`src/rtl/criq_reclaim.sv`:
```
// criq_reclaim: collects physical tags released by two retire slots into a
// small circular staging FIFO and drains them one per cycle into the
// free-list queue. Tag 0 (architectural zero register) is never recycled.
// A pipeline flush empties the staging buffer and parks the block in FLUSH
// until the flush signal drops.
module criq_reclaim #(
    parameter int CRIQWIDE  = 5,
    parameter int STAGEDEEP = 4
) (
    input  logic                Clk,
    input  logic                Rest,
    input  logic                RetireValid0,
    input  logic [CRIQWIDE-1:0] RetireTag0,
    input  logic                RetireValid1,
    input  logic [CRIQWIDE-1:0] RetireTag1,
    output logic                RetireReady,
    input  logic                CriqClean,
    input  logic                CriqFull,
    output logic                Wable,
    output logic [CRIQWIDE-1:0] Din,
    output logic [2:0]          StageCount,
    output logic [15:0]         ReclaimCnt,
    output logic                ErrOverflow
);

    localparam logic [0:0] RUN   = 1'b0;
    localparam logic [0:0] FLUSH = 1'b1;

    logic [0:0]          r_state;
    logic [1:0]          r_head;
    logic [1:0]          r_tail;
    logic [2:0]          r_count;
    logic [15:0]         r_reclaimCnt;
    logic                r_errOverflow;
    logic [CRIQWIDE-1:0] r_stage [STAGEDEEP];

    logic                w_run;
    logic                w_push0;
    logic                w_push1;
    logic [1:0]          w_pushes;
    logic [1:0]          w_tail1;
    logic                w_pop;

    // Handshake, push qualification and drain decode. A flush seen in RUN
    // suppresses both the write strobe and any pushes in that same cycle.
    always_comb begin
        w_run       = (r_state == RUN);
        RetireReady = (r_count <= 3'd2) && w_run;
        w_push0     = RetireReady && !CriqClean && RetireValid0 && (RetireTag0 != '0);
        w_push1     = RetireReady && !CriqClean && RetireValid1 && (RetireTag1 != '0);
        w_pushes    = {1'b0, w_push0} + {1'b0, w_push1};
        w_tail1     = w_push0 ? (r_tail + 2'd1) : r_tail;
        w_pop       = (r_count != 3'd0) && !CriqFull && w_run && !CriqClean;
        Wable       = w_pop;
        Din         = (r_count != 3'd0) ? r_stage[r_head] : '0;
        StageCount  = r_count;
        ReclaimCnt  = r_reclaimCnt;
        ErrOverflow = r_errOverflow;
    end

    // Two-state flush controller: stay in FLUSH for as long as the flush holds.
    always_ff @(posedge Clk or negedge Rest) begin
        if (!Rest) begin
            r_state <= RUN;
        end else begin
            case (r_state)
                RUN:     if (CriqClean)  r_state <= FLUSH;
                FLUSH:   if (!CriqClean) r_state <= RUN;
                default: r_state <= RUN;
            endcase
        end
    end

    // Staging pointers and occupancy; a flush drops everything staged.
    always_ff @(posedge Clk or negedge Rest) begin
        if (!Rest) begin
            r_head  <= 2'd0;
            r_tail  <= 2'd0;
            r_count <= 3'd0;
        end else if (CriqClean) begin
            r_head  <= 2'd0;
            r_tail  <= 2'd0;
            r_count <= 3'd0;
        end else begin
            r_head  <= r_head + {1'b0, w_pop};
            r_tail  <= r_tail + w_pushes;
            r_count <= r_count + {1'b0, w_pushes} - {2'b00, w_pop};
        end
    end

    // Staging storage; slot 0 lands ahead of slot 1 to keep retire order.
    always_ff @(posedge Clk) begin
        if (w_push0) r_stage[r_tail]  <= RetireTag0;
        if (w_push1) r_stage[w_tail1] <= RetireTag1;
    end

    // Free-list write counter, wrapping naturally at 16 bits.
    always_ff @(posedge Clk or negedge Rest) begin
        if (!Rest) begin
            r_reclaimCnt <= 16'd0;
        end else if (w_pop) begin
            r_reclaimCnt <= r_reclaimCnt + 16'd1;
        end
    end

    // Sticky overflow: any valid slot offered while not ready was lost.
    always_ff @(posedge Clk or negedge Rest) begin
        if (!Rest) begin
            r_errOverflow <= 1'b0;
        end else if (!RetireReady && (RetireValid0 || RetireValid1)) begin
            r_errOverflow <= 1'b1;
        end
    end

endmodule

```
`config.mk`:
```
export PLATFORM = sky130hd
export DESIGN_NAME = criq_reclaim
export DESIGN_NICKNAME = d
export VERILOG_FILES = /design/src/rtl/criq_reclaim.sv
export SDC_FILE = /design/constraint.sdc
export NUM_CORES = 1
export LEC_CHECK = 0
export CAP_MARGIN = 25
export CORE_MARGIN = 2
export CORE_UTILIZATION = 45
export CTS_CLUSTER_DIAMETER = 30
export CTS_CLUSTER_SIZE = 14
export DETAILED_ROUTE_END_ITERATION = 6
export GPL_TIMING_DRIVEN = 0
export PLACE_DENSITY = 0.79
export SLEW_MARGIN = 20
export SYNTH_ARGS = -nofsm -noshare
export SYNTH_HDL_FRONTEND = slang
export SYNTH_SLANG_ARGS = --single-unit
```
`constraint.sdc`:
```
create_clock -name Clk -period 5.8 [get_ports Clk]
set_clock_uncertainty 0.2 [all_clocks]
set_input_delay 1.45 -clock Clk [delete_from_list [all_inputs] [get_ports Clk]]
set_output_delay 1.45 -clock Clk [all_outputs]
set_load 0.01 [all_outputs]
```
==> metrics.cfg <==
[status]
status=finished, final reports clean

[die]
core_area_um2=5170
start_util=0.471
io_pins=43
die_area_um2=6010
std_cell_rows=26
die_x_um=77.6
die_height_um=77.6

[setup_path]
crit_fanout=10
cp.required_ns=4.15
arrival_ns=3.47
worst-setup-path-type=input port to output port
reg2reg_slack_ns=2.83
critPathCaptureType=output port
start_kind=input port

[synth]
synth_area_um2=2430
synth-warning-count=0
yosys.area.top_type_share=0.257
ys_seq_area_frac=0.504
synthFlopType=dfrtp_1
syn_inst=191
synth_most_common_cell=dfrtp_1
yosys-top-cells-count=dfrtp_1, edfxtp_1, mux2_1
synth_area_per_cell_um2=12.7
synth-seq-cells=45
ys_types=35
yosysTopAreaCell=dfrtp_1
synthTopCellsByArea=dfrtp_1, edfxtp_1, mux2_1, ha_1, mux4_2
async_flop_share=0.556
synth_nets=219
synth_edf_count=20

[global_route]
antenna_found_initial=0
grt_util_met1=0.211
globalRouteTotalUtil=0.168
grt_pass1_wl_mm=7.73
overflow=0
busiest_layer=met2
use_met3=0.0349
grt_start_max_net_pins=18
met2_usage=0.295
grt_pass1_vias=1556

[timing]
final_hold_viol_count=0
fin_crit_sh=0.883
worst_pin_slew_ns=0.718
max_slew_margin=0.521
fmax_mhz=195
setup_tns_ns=0
rsz0062_at_grt=false
fin_crit_ns=5.12
whs_ns=0.268
finalSetupViolCount=0
slew_violations=0

[detailed_routing]
antenna_left=0
drtIter0Drc=116
drt_pre_antenna_iters=4
via_count=1606
drc=0
postRouteWirelength_mm=4.74
vias_per_cell=5.13
routedWlPerCell_um=15.1

[final_layout]
diodes=0
fin_util=0.590
synthToLayoutAreaGrowth_pct=25.2
drive_gt1_frac=0.0988
finalInstanceArea_um2=3050
nNetsFinal=270
layout.cells.non_filler=313

[clock_tree]
cts_tree=done
cts-hold-fix-buffers=0
clk_path_buf_depth=2
cts_resized=0
clk_pin_slew_ns=0.08
cts_inserted_buffers=5
h-tree-depth=2
clock-sinks=45
clock_latency_ns=0.29
cts_setup_buffers=0
root_buffer=clkbuf_8

[place]
numPortBuffers=42
hpwl_mm=3.65
globalplace.congestion=0.766
place_inst=305
dpl_cell_area_um2=2960

[worst_hold_path]
hold_class=flop to flop

[power_and_ir_drop]
peakVddDrop_uv=139
power_leakage_nw=1.21
p_per_area_nw_per_um2=272

[job]
maxCapViolCount=0

==> through the flow <==
| step | total power, mW | setup WS, ns |
|---|---|---|
| after floorplan | 0.529 | 1.82 |
| after global placement | 0.640 | 0.650 |
| after detailed placement | 0.650 | 0.675 |
| after CTS | 0.839 | 0.675 |
| after global routing | 0.876 | 0.578 |
| final | 0.828 | 0.677 |
==> cell usage in the layout, fill, tap and decap left out, types with 5 or more instances in the layout <==
| master | Yosys | routed |
|---|---|---|
| clkbuf_1 | 4 | 5 |
| mux4_2 | 5 | 5 |
| xnor2_1 | 10 | 10 |
| dfrtp_1 | 25 | 25 |
| inv_1 | 11 | 11 |
| edfxtp_1 | 20 | 20 |
| ha_1 | 11 | 11 |
| clkdlybuf4s50_1 | 0 | 42 |
| nor2b_1 | 8 | 8 |
| nor2_1 | 14 | 14 |
| xor2_1 | 11 | 11 |
| mux2_1 | 20 | 20 |
| clkbuf_8 | 0 | 5 |
| nand2_1 | 13 | 13 |
==> critical path: stages <==
cell and delay [ns]:
clkdlybuf4s50_1 0.43, clkbuf_1 0.27, nor4_4 0.67, clkdlybuf4s50_1 0.65
==> sequential cells by signal, summed over array words and instances (netlist names) <==
register	flops
ErrOverflow	1
ReclaimCnt	16
StageCount	3
r_head	2
r_stage	20
r_state	1
r_tail	2
==> path summary, 6_finish.rpt <==
| kind | startpoint | endpoint | depth (start not counted) |
|---|---|---|---|
| worst max-delay path | CriqClean | Wable | 4 |
| worst min-delay path | ReclaimCnt[15] | ReclaimCnt[15] | 1 |
| worst max register to register | StageCount[1] | StageCount[2] | 11 |
| worst min register to register | ReclaimCnt[15] | ReclaimCnt[15] | 1 |
| max in group asynchronous | Rest | r_tail[1] | 2 |
| min in group asynchronous | Rest | ReclaimCnt[12] | 1 |
==> power by group <==
| group | switching (mW) | total, mW | internal [mW] |
|---|---|---|---|
| Combinational | 0.116 | 0.248 | 0.132 |
| Clock | 0.0979 | 0.188 | 0.0903 |
| Sequential | 0.0309 | 0.392 | 0.361 |
| Total | 0.244 | 0.828 | 0.584 |
==> kinds of logic (layout without fill, tap and decap cells) <==
kind of cell / after synthesis / after routing / share of synthesized area
and+or+nand+nor: 55 / 55 / 0.125
adders and majority gates: 12 / 12 / 0.0647
AOI/OAI and AO/OA: 16 / 16 / 0.0601
xor gates and xnor gates: 21 / 21 / 0.0755
DFF: 45 / 45 / 0.504
buffers and inverters: 15 / 67 / 0.0231
muxes: 27 / 27 / 0.147
==> cell type report <==
class | count | area [um2]
Buffer | 4 | 15.0
Clock buffer | 7 | 80.1
Clock inverter | 1 | 6.26
Fill cell | 427 | 2120
Inverter | 11 | 41.3
Multi-Input combinational cell | 131 | 1150
Sequential cell | 45 | 1230
Tap cell | 70 | 87.6
Timing Repair Buffer | 44 | 440
==> routing by layer <==
| layer | share of wire | routed length (um) | vias up |
|---|---|---|---|
| li1 | - | - | 788 |
| met2 | 0.53 | 2510 | 21 |
| met1 | 0.44 | 2060 | 792 |
| met5 | 0 | 0 | - |
| met4 | 0.011 | 52 | 0 |
| met3 | 0.025 | 117 | 5 |
(Power assumes the default switching activity.)
